$ cat config.mk
export PLATFORM = sky130hd
export DESIGN_NAME = uart_transmitter
export DESIGN_NICKNAME = d
export VERILOG_FILES = /design/src/rtl/uart_pkg.sv /design/src/rtl/uart_baud_counter.sv /design/src/rtl/uart_transmitter.sv
export SDC_FILE = /design/constraint.sdc
export NUM_CORES = 1
export LEC_CHECK = 0
export ABC_AREA = 1
export BUFFER_PORTS_ARGS = -buffer_cell sky130_fd_sc_hd__buf_2
export CAP_MARGIN = 20
export CORE_MARGIN = 2
export CORE_UTILIZATION = 45
export CTS_CLUSTER_SIZE = 10
export DETAILED_ROUTE_END_ITERATION = 16
export SKIP_CTS_REPAIR_TIMING = 1
export SLEW_MARGIN = 5
export SYNTH_ARGS = -nofsm -noshare
export SYNTH_HDL_FRONTEND = slang
export SYNTH_SLANG_ARGS = --single-unit
$ cat constraint.sdc
create_clock -name sysclk -period 1.8 [get_ports sysclk]
set_input_delay 0.18 -clock sysclk [delete_from_list [all_inputs] [get_ports sysclk]]
set_output_delay 0.18 -clock sysclk [all_outputs]
set_load 0.005 [all_outputs]
$ cat src/rtl/uart_pkg.sv
// Shared UART definitions: FSM state encoding, data width and default bit period.
// Used by both the transmitter and the receiver.
package uart_pkg;

    localparam int unsigned UART_DATA_W               = 8;
    localparam int unsigned UART_CLKS_PER_BIT_DEFAULT = 10417;
    localparam int unsigned UART_STATE_W              = 3;

    localparam logic [2:0] ST_IDLE   = 3'd0;
    localparam logic [2:0] ST_START  = 3'd1;
    localparam logic [2:0] ST_DATA   = 3'd2;
    localparam logic [2:0] ST_PARITY = 3'd3;
    localparam logic [2:0] ST_STOP   = 3'd4;

    // Even parity bit for a data byte (XOR of all bits).
    function automatic logic uart_even_parity(input logic [UART_DATA_W-1:0] data);
        return ^data;
    endfunction

endpackage

$ cat src/rtl/uart_baud_counter.sv
// Bit-period counter: counts 0..CLKS_PER_BIT-1 and pulses tick on the wrap cycle.
// clr holds the count at 0 so the first period after release is a full bit.
module uart_baud_counter
    import uart_pkg::*;
#(
    parameter int unsigned CLKS_PER_BIT = UART_CLKS_PER_BIT_DEFAULT
) (
    input  logic sysclk,
    input  logic reset,
    input  logic clr,
    output logic tick
);

    localparam int unsigned CNT_W = 16;
    localparam logic [CNT_W-1:0] CNT_LAST = CNT_W'(CLKS_PER_BIT - 1);

    logic [CNT_W-1:0] cnt_q;
    logic [CNT_W-1:0] cnt_d;

    // Next count: wrap at the end of a bit period or clear on request.
    always_comb begin
        cnt_d = cnt_q + CNT_W'(1);
        if (clr || (cnt_q == CNT_LAST)) begin
            cnt_d = '0;
        end
    end

    // Count register with synchronous active-low reset.
    always_ff @(posedge sysclk) begin
        if (!reset) begin
            cnt_q <= '0;
        end else begin
            cnt_q <= cnt_d;
        end
    end

    // Tick is consumed in the same cycle by the FSM next-state logic.
    assign tick = !clr && (cnt_q == CNT_LAST);

endmodule

$ cat src/rtl/uart_transmitter.sv
// UART transmitter: one byte per accepted request, 8N1 LSB first.
// Define UART_TX_PARITY_EN for 8E1 framing (even parity bit after the data bits).
// TX_STATUS is high while idle and ready; all outputs are registered.
module uart_transmitter
    import uart_pkg::*;
#(
    parameter int unsigned CLKS_PER_BIT = UART_CLKS_PER_BIT_DEFAULT,
    parameter int unsigned STOP_BITS    = 1
) (
    input  logic                   sysclk,
    input  logic                   reset,
    input  logic [UART_DATA_W-1:0] TX_DATA,
    input  logic                   TX_EN,
    output logic                   TX_STATUS,
    output logic                   UART_TX
);

    localparam int unsigned BIT_CNT_W = 3;
    localparam logic [BIT_CNT_W-1:0] LAST_DATA_BIT = BIT_CNT_W'(UART_DATA_W - 1);
    localparam logic [BIT_CNT_W-1:0] LAST_STOP_BIT = BIT_CNT_W'(STOP_BITS - 1);

    logic [UART_STATE_W-1:0] state_q,   state_d;
    logic [UART_DATA_W-1:0]  shift_q,   shift_d;
    logic [BIT_CNT_W-1:0]    bit_cnt_q, bit_cnt_d;
    logic                    tx_q,      tx_d;
    logic                    status_q,  status_d;
`ifdef UART_TX_PARITY_EN
    logic                    par_q,     par_d;
`endif
    logic                    baud_tick_c;
    logic                    baud_clr_c;

    // Counter is held at 0 while idle so it restarts on acceptance.
    assign baud_clr_c = (state_q == ST_IDLE);

    uart_baud_counter #(
        .CLKS_PER_BIT (CLKS_PER_BIT)
    ) u_baud (
        .sysclk (sysclk),
        .reset  (reset),
        .clr    (baud_clr_c),
        .tick   (baud_tick_c)
    );

    // Next-state, shift/bit-count update and registered-output values.
    always_comb begin
        state_d   = state_q;
        shift_d   = shift_q;
        bit_cnt_d = bit_cnt_q;
`ifdef UART_TX_PARITY_EN
        par_d     = par_q;
`endif
        tx_d      = 1'b1;
        status_d  = 1'b0;

        case (state_q)
            ST_IDLE: begin
                if (TX_EN && status_q) begin
                    state_d   = ST_START;
                    shift_d   = TX_DATA;
                    bit_cnt_d = '0;
`ifdef UART_TX_PARITY_EN
                    par_d     = uart_even_parity(TX_DATA);
`endif
                end
            end
            ST_START: begin
                if (baud_tick_c) begin
                    state_d = ST_DATA;
                end
            end
            ST_DATA: begin
                if (baud_tick_c) begin
                    if (bit_cnt_q == LAST_DATA_BIT) begin
                        bit_cnt_d = '0;
`ifdef UART_TX_PARITY_EN
                        state_d   = ST_PARITY;
`else
                        state_d   = ST_STOP;
`endif
                    end else begin
                        bit_cnt_d = bit_cnt_q + BIT_CNT_W'(1);
                        shift_d   = shift_q >> 1;
                    end
                end
            end
`ifdef UART_TX_PARITY_EN
            ST_PARITY: begin
                if (baud_tick_c) begin
                    state_d = ST_STOP;
                end
            end
`endif
            ST_STOP: begin
                if (baud_tick_c) begin
                    if (bit_cnt_q == LAST_STOP_BIT) begin
                        bit_cnt_d = '0;
                        state_d   = ST_IDLE;
                    end else begin
                        bit_cnt_d = bit_cnt_q + BIT_CNT_W'(1);
                    end
                end
            end
            default: begin
                state_d   = ST_IDLE;
                bit_cnt_d = '0;
            end
        endcase

        // Outputs follow the state being entered so they stay registered.
        case (state_d)
            ST_IDLE: begin
                tx_d     = 1'b1;
                status_d = 1'b1;
            end
            ST_START:  tx_d = 1'b0;
            ST_DATA:   tx_d = shift_d[0];
`ifdef UART_TX_PARITY_EN
            ST_PARITY: tx_d = par_d;
`endif
            ST_STOP:   tx_d = 1'b1;
            default: begin
                tx_d     = 1'b1;
                status_d = 1'b1;
            end
        endcase
    end

    // State and output registers; reset aborts any frame and idles the line.
    always_ff @(posedge sysclk) begin
        if (!reset) begin
            state_q   <= ST_IDLE;
            shift_q   <= '0;
            bit_cnt_q <= '0;
            tx_q      <= 1'b1;
            status_q  <= 1'b1;
`ifdef UART_TX_PARITY_EN
            par_q     <= 1'b0;
`endif
        end else begin
            state_q   <= state_d;
            shift_q   <= shift_d;
            bit_cnt_q <= bit_cnt_d;
            tx_q      <= tx_d;
            status_q  <= status_d;
`ifdef UART_TX_PARITY_EN
            par_q     <= par_d;
`endif
        end
    end

    assign UART_TX   = tx_q;
    assign TX_STATUS = status_q;

endmodule

Word level (Yosys, flattened, before mapping)
Cells that the tools add are included.
Word-level totals
  word-level logic and storage cells: 53
  output and inout port bits: 2
  flip-flop bits (word level): 32
  bits of input ports: 11
Operators by class
  reductions and logical operators: 11
  bitwise operators: 2
  mux-type cells: 19
  equal/unequal tests: 12
  add/sub/neg operators: 2
Operators with widths (number)
  $mux W3: 11
  $mux W8: 3
  $pmux W3 S4: 2
  $add A16 B1 Y16 const B: 1
  $eq A16 B14 Y1 const B: 1
  $pmux W8 S2: 1
  $eq A3 B3 Y1 const B: 3
  $ne A2 B2 Y1 const B: 4
  $reduce_and A4 Y1: 2
  $eq A3 B1 Y1 const B: 2
  $eq A3 B2 Y1 const B: 2
  $logic_not A3 Y1: 2
  $add A3 B1 Y3 const B: 1
  $reduce_or A3 Y1: 1
  $logic_and A1 B1 Y1: 2
  $not A1 Y1: 2
  $pmux W1 S2: 1
  $reduce_bool A2 Y1: 1
  $reduce_or A2 Y1: 1
  $logic_not A1 Y1: 1
  $logic_or A1 B1 Y1: 1
  $mux W1: 1

Logic depth before layout (Yosys ltp)
Gate-level depths: netlist of the first run.
  depth after elaboration: 8
  mapped depth: 11
  gate-level depth less buffers: 11

Modules after synthesis
A second synthesis of the first run with hierarchy kept.
Second synthesis, totals
  cell total of the unflattened synthesis: 273
  area total of the unflattened synthesis: 1859.3 µm²
By module, submodules not included
  uart_baud_counter: seq. area each 320.3 µm², area each 932.1 µm², cells each 132, instances 1
  uart_transmitter: seq. area each 320.3 µm², area each 927.1 µm², cells each 141, instances 1

Least setup slack after synthesis of the first run
Ideal clock, no wire load.
  path type: register to register
  start point: register u_baud.cnt_q[0]
  end point: register u_baud.cnt_q[14]
  library setup time: 0.119 ns
  buffers on the path: 0
  arrival time: 1.290 ns
  path slack: 0.391 ns
  cell stages (with the launch flop): 9
  period minus slack after synthesis: 1.409 ns
  data required time: 1.681 ns
  path through: dfxtp_1 -> ha_1 -> nand2_1 -> nor2_4 -> inv_2 -> nor3b_4 -> nand3_1 -> o21ai_0 -> a21oi_1
On the way
  longest elaborated chain between the ends: 3
  elaborated cells on any way between the ends: 4
  those cells by class: add/sub (1); eq/ne (1); reduce/logical (2)
Ends and longest elaborated chain
  start, declared: line uart_baud_counter.sv:17  | logic [CNT_W-1:0] cnt_q;
  start signal, assigned: line uart_baud_counter.sv:33  | cnt_q <= cnt_d;
  parallel branches: the longest is 3 deep, another holds $add A16 B1 Y16
Several ways; the timed one is not identified.
A chain may end at the register's enable or synchronous reset.

Final worst setup path of the first run
Same ends and word-level chain as after synthesis.

==> run summary, run 1 <==
Run status
- finished, final reports clean — outcome

Cells and area
- 641 sq um — register cell area after layout
- 985 sq um — multi-input combinational cell area
- 0 — # diodes
- 10.3% — area grow syn2layout
- 1980 sq um — final standard cell area without fillers
- 387 — fillers
- 287 — final layout net count
- 18.1% — proportion of layout cells with a drive suffix above 1
- 319 — number of standard cells in the final layout excluding fillers

Worst setup path
- 370 ps — peak per-stage delay on the critical path
- 8 — FF-to-FF path depth
- flip-flop — capturing element type of the critical path
- 4 — CP Max Fanout
- 270 ps — worst reg-to-reg setup slack
- 1980 ps — required arrival time at the worst endpoint
- sky130_fd_sc_hd__dfxtp_1 — standard cell with the maximum stage delay on the critical path
- reg -> reg — Critical Setup Path Class
- 1700 ps — data arrival time of the worst path
- u_baud.cnt_q[14]$_SDFF_PP0_ — endpoint of the lowest-slack register-to-register path
- flip-flop — critical path launch point type
- u_baud.cnt_q[0]$_SDFF_PP0_ — FF-to-FF Start
- ha_1, nand2_1, nor2_4, inv_2, nor3b_4, nand3_1, o21ai_0, a21oi_1 — CP cell instances

Timing
- 4.59 ps — Final Skew
- no — setup repair after global routing missed its margin
- 0 — final hold violations
- 142 ps — worst hold slack
- 0 ps — final sum of negative setup slack
- 0 — Final Max Slew Viols
- 408 ps — slew at the pin with the worst max-slew slack
- 1530 ps — final worst path period need
- 72.8% — max_slew headroom
- 0.654 GHz — maximum clock rate
- 270 ps — worst setup margin
- 0 — setup violation total in the final timing report
- 85.0% — share of the clock period used by the worst path

Clocking
- 2 — CTS H-Tree Depth
- sky130_fd_sc_hd__clkbuf_8 — root cell of the clock tree
- 2 — Clock Path Buffers
- 5 — TritonCTS Buffers
- yes — TritonCTS clock tree
- 32 — clock sinks
- 280 ps — Clock Latency Late Sink
- 70 ps — clock input transition at the sequential cells of the worst setup and hold paths

Min path
- 2 — worst hold path cell count
- reset — Min-Delay Startpoint
- in -> reg — Hold Crit Class
- TX_STATUS$_SDFF_PN1_ — Min-Delay Endpoint

Global route
- 24.6% — M1 GR Usage
- 28.8% — Global Route met2 Usage
- 13 — pin count of the biggest net entering global routing
- 0 — grt ovf
- 6.34 mm — global-route wire length before repair
- met2 — GRT Max-Usage Layer
- 3.55% — GRT met3 Usage
- 18.6% — overall fraction of global-route tracks in use
- 0 — antenna violations before repair
- 1490 — number of global-route vias before repair

Pwr
- 15.4% — Logic pwr share
- 0.000813 uW — Leakage
- 28.0% — switching share of power
- 428 uW — net load switching power
- 34.1% — relative contribution of the clock network to total power
- 50.4% — power share of the sequential group
- 0.000538 V — Max IR drop VDD
- 1100 uW — Internal Dissipation
- 773 nW/um^2 — ratio of total power to cell area

Detailed routing
- 10.8 um — final routed wire length divided by cell count
- 0 — Antenna Violating Nets Remaining
- 4.76 — Vias per Instance
- 0 — DR DRC count
- 1518 — vias post-DR
- 3.46 mm — overall routed net length
- 4 — iteration count of the initial detailed-routing pass
- 89 — DRC violation total after the first TritonRoute iteration

Synthesis
- 1790 sq um — cell area after synthesis
- 35.7% — sequential-to-total area share from yosys stat
- 0 — Yosys Warn Count
- 254 — instance count of the mapped netlist
- 270 — post-synth net total
- 32 — number of synthesized register bits
- 31 — distinct cell type count after synthesis
- 7.06 sq um — Synth Area per Inst

Flow run
- 0 — max-cap violation count

Placed design
- 0.806 — global placement routability congestion
- 2.55 mm — post-DP HPWL
- 269 ps — post-place setup slack
- 1900 sq um — DP Area
- 12 — count of input and output buffers
- 312 — placed cell count

Floorplanning
- 22 — row count
- 4510 sq um — die area
- 13 — I/O pin total
- 47.9% — Starting Density
- 3740 sq um — area of the core region
- 67.1 um — overall die height
- 67.1 um — Die Wd

registers in the layout (all words and copies together), names as in the netlist:
signal / cells
TX_STATUS: 1
state_q: 3
shift_q: 8
bit_cnt_q: 3
u_baud.cnt_q: 16
UART_TX: 1
worst max-delay path by stage:
stage                          startpoint                     endpoint  depth (start not counted)
3_5_place_dp   u_baud.cnt_q[0]$_SDFF_PP0_           UART_TX$_SDFF_PN1_                         10
6_report       u_baud.cnt_q[0]$_SDFF_PP0_  u_baud.cnt_q[14]$_SDFF_PP0_                          8
4_1_cts        u_baud.cnt_q[0]$_SDFF_PP0_      shift_q[2]$_SDFFE_PN0P_                          8
3_3_place_gp   u_baud.cnt_q[0]$_SDFF_PP0_           UART_TX$_SDFF_PN1_                         10
2_1_floorplan  u_baud.cnt_q[0]$_SDFF_PP0_  u_baud.cnt_q[14]$_SDFF_PP0_                          8
5_1_grt        u_baud.cnt_q[0]$_SDFF_PP0_  u_baud.cnt_q[10]$_SDFF_PP0_                          8
area by class of cell:
class / instances / share of cell area [%]
inverters: 39 / 7.46
multi-input cells: 180 / 49.8
repair buffers: 13 / 3.42
well taps: 48 / 3.04
clock buffers: 6 / 3.67
flip-flops and latches: 32 / 32.4
clock inverters: 1 / 0.253
worst max-delay path: cells and delay by family (launching register included):
kind            cells  cell delay, ps
simple gates        4             600
flops               1             370
compound gates      2             210
buf+inv             1              60
fa+ha+maj           1             180
layout by cell type, fill, tap and decap left out, drive strengths merged, types with 4 or more instances in the layout:
cell    netlist  routed
a21boi        6       6
o21ai        11      11
inv          38      38
xor2          4       4
nor2         44      44
ha            5       5
buf           2      13
nand4         4       4
a21oi        17      17
dfxtp        32      32
nand2        61      61
clkbuf        1       6
nor3          8       8
nand3        14      14
cell families (layout without fill, tap and decap cells):
group	count (synthesis)	after routing	synth area share, %
simple gates	133	133	37.3
xor+xnor	4	4	1.95
fa+ha+maj	5	5	3.49
compound gates	38	38	12.2
buf+inv	42	59	9.35
flops	32	32	35.7
power groups by stage:
stage	registers, uW	logic [uW]	clock network, uW
2_1_floorplan	784	185	0
3_3_place_gp	787	237	0
3_5_place_dp	787	238	0
4_1_cts	772	240	544
5_1_grt	775	280	569
6_report	771	236	522
metal layers:
metal | wire length (um) | vias to the layer above
met5 | 0 | -
met4 | 68 | 0
met3 | 106 | 7
met2 | 1430 | 24
met1 | 1850 | 650
li1 | - | 837
synthesized netlist by cell type, drive strengths merged:
cell	number	area, sq um
clkbuf	1	3.75
nand4	4	31.3
nand3	14	75.1
nor3	8	45.0
nand2	61	262
dfxtp	32	641
xor2	4	35.0
a31oi	2	12.5
a21boi	6	45.0
clkinv	1	5.00
buf	2	16.3
a21oi	17	85.1
o21ai	11	58.8
ha	5	62.6
nor3b	2	26.3
inv	38	143
o21a	1	7.51
nor2	44	229
o211a	1	10.0
per-stage QoR:
stage | power (uW) | utilization, %
3_3_place_gp | 1020 | 50.8
5_1_grt | 1620 | 52.8
2_1_floorplan | 968 | -
3_5_place_dp | 1020 | 50.8
4_1_cts | 1560 | 52.8
6_report | 1530 | 52.8
No activity file was read; power rests on OpenSTA's default activity.
==> run 2, diff against run 1 <==
==> constraint.sdc (replaced) <==
create_clock -name sysclk -period 1.4 [get_ports sysclk]
set_input_delay 0.14 -clock sysclk [delete_from_list [all_inputs] [get_ports sysclk]]
set_output_delay 0.14 -clock sysclk [all_outputs]
set_load 0.005 [all_outputs]
==> run summary, run 2 (synthesized netlist as in run 1, its figures left out) <==
Run status
- finished, violations left — outcome
- setup timing — failing checks

Timing
- 0.685 GHz — maximum clock rate
- -59.7 ps — worst setup margin
- 76.3% — max_slew headroom
- yes — setup repair after global routing missed its margin
- 104% — share of the clock period used by the worst path
- 1460 ps — final worst path period need
- 12 — setup violation total in the final timing report
- 0 — Final Max Slew Viols
- 0 — final hold violations
- 355 ps — slew at the pin with the worst max-slew slack
- -477 ps — final sum of negative setup slack
- 3.07 ps — Final Skew

Worst setup path
- 340 ps — peak per-stage delay on the critical path
- flip-flop — critical path launch point type
- flip-flop — capturing element type of the critical path
- 1580 ps — required arrival time at the worst endpoint
- sky130_fd_sc_hd__nand2_1 — most used cell along the critical path
- sky130_fd_sc_hd__dfxtp_2 — standard cell with the maximum stage delay on the critical path
- reg -> reg — Critical Setup Path Class
- 5 — CP Max Fanout
- inv_1, ha_2, nand2_1, nor2_1, nand2_2, nand2_2, nand2_4, nor2_8, nand2_1, nand2_1, nor2_1 — CP cell instances
- 1640 ps — data arrival time of the worst path

Global route
- 0 — antenna violations before repair
- 0 — grt ovf
- 19.4% — overall fraction of global-route tracks in use
- 13 — pin count of the biggest net entering global routing
- 1550 — number of global-route vias before repair
- 6.62 mm — global-route wire length before repair

Placed design
- -124 ps — post-place setup slack
- 2.91 mm — post-DP HPWL
- 12 — count of input and output buffers
- 0.763 — global placement routability congestion

Min path
- in -> reg — Hold Crit Class

Floorplanning
- 13 — I/O pin total
- 4510 sq um — die area
- 67.1 um — overall die height
- 3740 sq um — area of the core region
- 67.1 um — Die Wd
- 22 — row count
- 47.9% — Starting Density

Pwr
- 913 nW/um^2 — ratio of total power to cell area
- 0.000983 uW — Leakage
- 0.000423 V — Max IR drop VDD

Clocking
- 5 — TritonCTS Buffers
- 70 ps — clock input transition at the sequential cells of the worst setup and hold paths
- 2 — Clock Path Buffers
- sky130_fd_sc_hd__clkbuf_8 — root cell of the clock tree
- 2 — CTS H-Tree Depth
- 280 ps — Clock Latency Late Sink
- 32 — clock sinks
- yes — TritonCTS clock tree

Cells and area
- 314 — final layout net count
- 0 — # diodes
- sky130_fd_sc_hd__nand2_1 (42), sky130_fd_sc_hd__inv_1 (30), sky130_fd_sc_hd__nor2_1 (30) — commonest non-fill, non-tap cells in the layout
- 375 — fillers
- 1110 sq um — multi-input combinational cell area
- u_baud.cnt_q — top register by number of flip-flops
- sky130_fd_sc_hd__nand2_1 — most common library cell in the layout ignoring fill and taps
- 29.9% — area grow syn2layout
- 36.5% — proportion of layout cells with a drive suffix above 1
- u_baud.cnt_q x16, shift_q x8 — largest registers ranked by flip-flop count
- 647 sq um — register cell area after layout
- 16 — max reg flops

Detailed routing
- 11.2 um — final routed wire length divided by cell count
- 1663 — vias post-DR
- 4.79 — Vias per Instance
- 90 — DRC violation total after the first TritonRoute iteration
- 0 — Antenna Violating Nets Remaining
- 4 — iteration count of the initial detailed-routing pass
- 0 — DR DRC count
- 3.88 mm — overall routed net length

Flow run
- 0 — max-cap violation count

run 2: changes by cell type in the layout (fill, tap and decap cells not counted), moves of 4 or more:
cell	before	now
sky130_fd_sc_hd__dfxtp_1	32	27
sky130_fd_sc_hd__buf_4	1	27
sky130_fd_sc_hd__ha_1	5	1
sky130_fd_sc_hd__dfxtp_2	0	5
sky130_fd_sc_hd__nand2_2	7	14
sky130_fd_sc_hd__inv_1	35	30
sky130_fd_sc_hd__nand2_1	52	42
sky130_fd_sc_hd__inv_2	3	7
run 2: layer usage:
metal  routed length [um]  vias to the layer above  track usage (%)
met5                    0                        -                0
met4                   39                        0             6.12
met3                  157                        7             4.56
met2                 1720                       24             29.8
met1                 1960                      738             26.7
li1                     -                      894                -
run 2: per-stage QoR:
stage	instance area (sq um)	instances	utilization (%)	power, uW	hold WS (ps)
global placement	2080	336	55.6	1360	399
global route	2330	347	62.2	2240	120
detailed placement	2080	336	55.6	1360	398
CTS	2170	344	58.0	2090	105
finish	2330	347	62.2	2130	105
floorplan	1790	254	-	1240	209
run 2: worst max-delay path: cells and delay by family, from the launching register on:
family	cells	cell delay [ps]
AND/OR/NAND/NOR	9	760
flip-flops	1	340
adder cells (fa/ha/maj)	1	180
buffers and inverters	1	60
run 2: where the power goes:
| part | internal [uW] | switching, uW |
|---|---|---|
| Clock | 401 | 331 |
| Combinational | 173 | 226 |
| Sequential | 963 | 33.3 |
| Total | 1540 | 590 |
run 2: worst paths after layout:
path	start	to	slack [ps]	cells past startpoint
worst max-delay path	u_baud.cnt_q[0]$_SDFF_PP0_	bit_cnt_q[1]$_SDFFE_PN0P_	-60	11
worst min-delay path	TX_DATA[7]	shift_q[7]$_SDFFE_PN0P_	100	3
worst max register to register	u_baud.cnt_q[0]$_SDFF_PP0_	bit_cnt_q[1]$_SDFFE_PN0P_	-60	11
worst min register to register	shift_q[6]$_SDFFE_PN0P_	shift_q[6]$_SDFFE_PN0P_	470	2
run 2: area by class of cell:
type,count,area share [%]
repair buffers,40,11.8
flip-flops and latches,32,27.8
clock buffers,8,3.87
multi-input cells,180,47.6
well taps,48,2.58
inverters,39,6.45
==> run 3, diff against run 2 <==
--- a/config.mk
+++ b/config.mk
@@ -16,4 +16,5 @@
 export SLEW_MARGIN = 5
 export SYNTH_ARGS = -nofsm -noshare
 export SYNTH_HDL_FRONTEND = slang
+export SYNTH_HIERARCHICAL = 1
 export SYNTH_SLANG_ARGS = --single-unit
==> run summary, run 3 <==
Min path
- 3 — worst hold path cell count
- in -> reg — Hold Crit Class

Timing
- 1640 ps — final worst path period need
- 127 ps — worst hold slack
- 263 ps — slew at the pin with the worst max-slew slack
- yes — setup repair after global routing missed its margin
- 82.3% — max_slew headroom
- -243 ps — worst setup margin
- 0 — Final Max Slew Viols
- 5.51 ps — Final Skew
- 0.609 GHz — maximum clock rate
- 16 — setup violation total in the final timing report
- -2810 ps — final sum of negative setup slack
- 0 — final hold violations
- 117% — share of the clock period used by the worst path

Floorplanning
- 4000 sq um — area of the core region
- 68.3 um — overall die height
- 13 — I/O pin total
- 68.3 um — Die Wd
- 23 — row count
- 46.5% — Starting Density
- 4660 sq um — die area

Worst setup path
- reg -> reg — Critical Setup Path Class
- 12 — FF-to-FF path depth
- 1570 ps — required arrival time at the worst endpoint
- 2 — buffering stage count on the worst path with inverters included
- sky130_fd_sc_hd__nor2_4 — most used cell along the critical path
- inv_2, ha_4, nand3_4, nor2_4, nand2_4, nor2_4, inv_4, nor2_4, nand3_4, nand3_2, nand3_2, and2_4 — CP cell instances
- 12 — WP depth
- 320 ps — peak per-stage delay on the critical path
- 1810 ps — data arrival time of the worst path
- simple AND/OR/NAND/NOR gates — Top Family by Delay on Critical Path
- flip-flop — critical path launch point type
- 6 — CP Max Fanout
- flip-flop — capturing element type of the critical path
- sky130_fd_sc_hd__dfxtp_2 — standard cell with the maximum stage delay on the critical path

Global route
- 0 — antenna violations before repair
- 0 — grt ovf
- 30.7% — Global Route met2 Usage
- 6.53 mm — global-route wire length before repair
- 4.28% — GRT met3 Usage
- 24.0% — M1 GR Usage
- 1569 — number of global-route vias before repair
- met2 — GRT Max-Usage Layer
- 16 — pin count of the biggest net entering global routing
- 18.6% — overall fraction of global-route tracks in use

Cells and area
- 0 — # diodes
- 16 — max reg flops
- 34.0% — proportion of layout cells with a drive suffix above 1
- 29.1% — area grow syn2layout
- u_baud/cnt_q x16, shift_q x8 — largest registers ranked by flip-flop count
- u_baud/cnt_q — top register by number of flip-flops
- 60.0% — fin util
- sky130_fd_sc_hd__nand2_1 (68), sky130_fd_sc_hd__nor2_1 (42), sky130_fd_sc_hd__buf_4 (34) — commonest non-fill, non-tap cells in the layout
- 339 — final layout net count
- sky130_fd_sc_hd__nand2_1 — most common library cell in the layout ignoring fill and taps

Detailed routing
- 3.80 mm — overall routed net length
- 0 — DR DRC count
- 4.62 — Vias per Instance
- 1729 — vias post-DR
- 0 — Antenna Violating Nets Remaining
- 4 — iteration count of the initial detailed-routing pass
- 67 — DRC violation total after the first TritonRoute iteration
- 10.2 um — final routed wire length divided by cell count

Run status
- finished, violations left — outcome
- setup timing — failing checks

Clocking
- sky130_fd_sc_hd__clkbuf_8 — root cell of the clock tree
- 2 — CTS H-Tree Depth
- 280 ps — Clock Latency Late Sink
- 2 — Clock Path Buffers
- 5 — TritonCTS Buffers
- 60 ps — clock input transition at the sequential cells of the worst setup and hold paths
- 32 — clock sinks
- yes — TritonCTS clock tree

Pwr
- 0.000634 V — Max IR drop VDD
- 0.00104 uW — Leakage
- 838 nW/um^2 — ratio of total power to cell area
- 2010 uW — overall power after layout

Synthesis
- 0 — number of synthesized flops with an enable pin
- 30 — distinct cell type count after synthesis
- sky130_fd_sc_hd__dfxtp_1 (34%), sky130_fd_sc_hd__nand2_1 (14%), sky130_fd_sc_hd__nor2_1 (9.3%) — most area-consuming cells after synthesis
- 0% — share of synthesized flip-flops with an asynchronous set or reset
- 32 — number of synthesized register bits
- 1860 sq um — cell area after synthesis
- 289 — post-synth net total
- sky130_fd_sc_hd__nand2_1 (70), sky130_fd_sc_hd__nor2_1 (46), sky130_fd_sc_hd__inv_1 (34) — list of most frequent post-synthesis cells
- 34.5% — sequential-to-total area share from yosys stat
- 34.5% — area fraction of the dominant cell type after synthesis
- sky130_fd_sc_hd__nand2_1 — count leader, synth
- sky130_fd_sc_hd__dfxtp_1 — primary flip-flop cell chosen by synthesis mapping
- sky130_fd_sc_hd__dfxtp_1 — largest area contributor in the netlist
- 273 — instance count of the mapped netlist
- 6.81 sq um — Synth Area per Inst
- 6 — Yosys Warn Count

Placed design
- -275 ps — post-place setup slack
- 12 — count of input and output buffers
- 2.96 mm — post-DP HPWL
- 0.829 — global placement routability congestion

Flow run
- 0 — max-cap violation count

[run 3: cell type report]
cell class	instances	area (sq um)
fill	379	1600
multi-input combinational	200	1140
sequential	32	644
timing repair buffer	46	315
inverter	38	145
clock buffer	6	82.6
tap	50	62.6
clock inverter	2	10.0
[run 3: cells by family after synthesis]
logic type                 synth area share (%)
AOI/OAI and AO/OA                          7.13
xor gates and xnor gates                   1.41
adders and majority gates                  3.36
buffers and inverters                      9.29
DFF                                        34.5
and+or+nand+nor                            44.3
[run 3: metrics by stage]
stage,instance area (sq um),instances
6_report,2400,374
5_1_grt,2400,374
4_1_cts,2340,374
3_5_place_dp,2240,366
3_3_place_gp,2240,366
2_1_floorplan,1900,273
[run 3: where the power goes]
| part | internal, uW | leakage (uW) | switching [uW] | total [uW] |
|---|---|---|---|---|
| registers | 953 | 0.000262 | 22.2 | 975 |
| clock network | 392 | 0.0000510 | 322 | 714 |
| logic | 138 | 0.000730 | 185 | 323 |
| total | 1480 | 0.00104 | 529 | 2010 |
[run 3: layer usage]
layer,part of all wire (%),vias up
met3,3.7,4
li1,-,942
met1,50,759
met5,0,-
met4,1.2,0
met2,45,24
[run 3: final timing paths]
check | to | slack, ps | start
setup / recovery | shift_q[0]$_SDFF_PN0_ | -240 | u_baud/cnt_q[0]$_SDFF_PP0_
hold / removal | shift_q[7]$_SDFFE_PN0P_ | 130 | TX_DATA[7]
setup reg to reg | shift_q[0]$_SDFF_PN0_ | -240 | u_baud/cnt_q[0]$_SDFF_PP0_
hold reg to reg | shift_q[2]$_SDFFE_PN0P_ | 460 | shift_q[2]$_SDFFE_PN0P_
[run 3: tightest hold or removal path, cell delays in order]
cell and delay (ps):
sky130_fd_sc_hd__buf_2 100, sky130_fd_sc_hd__nand2_1 50, sky130_fd_sc_hd__a21oi_1 60
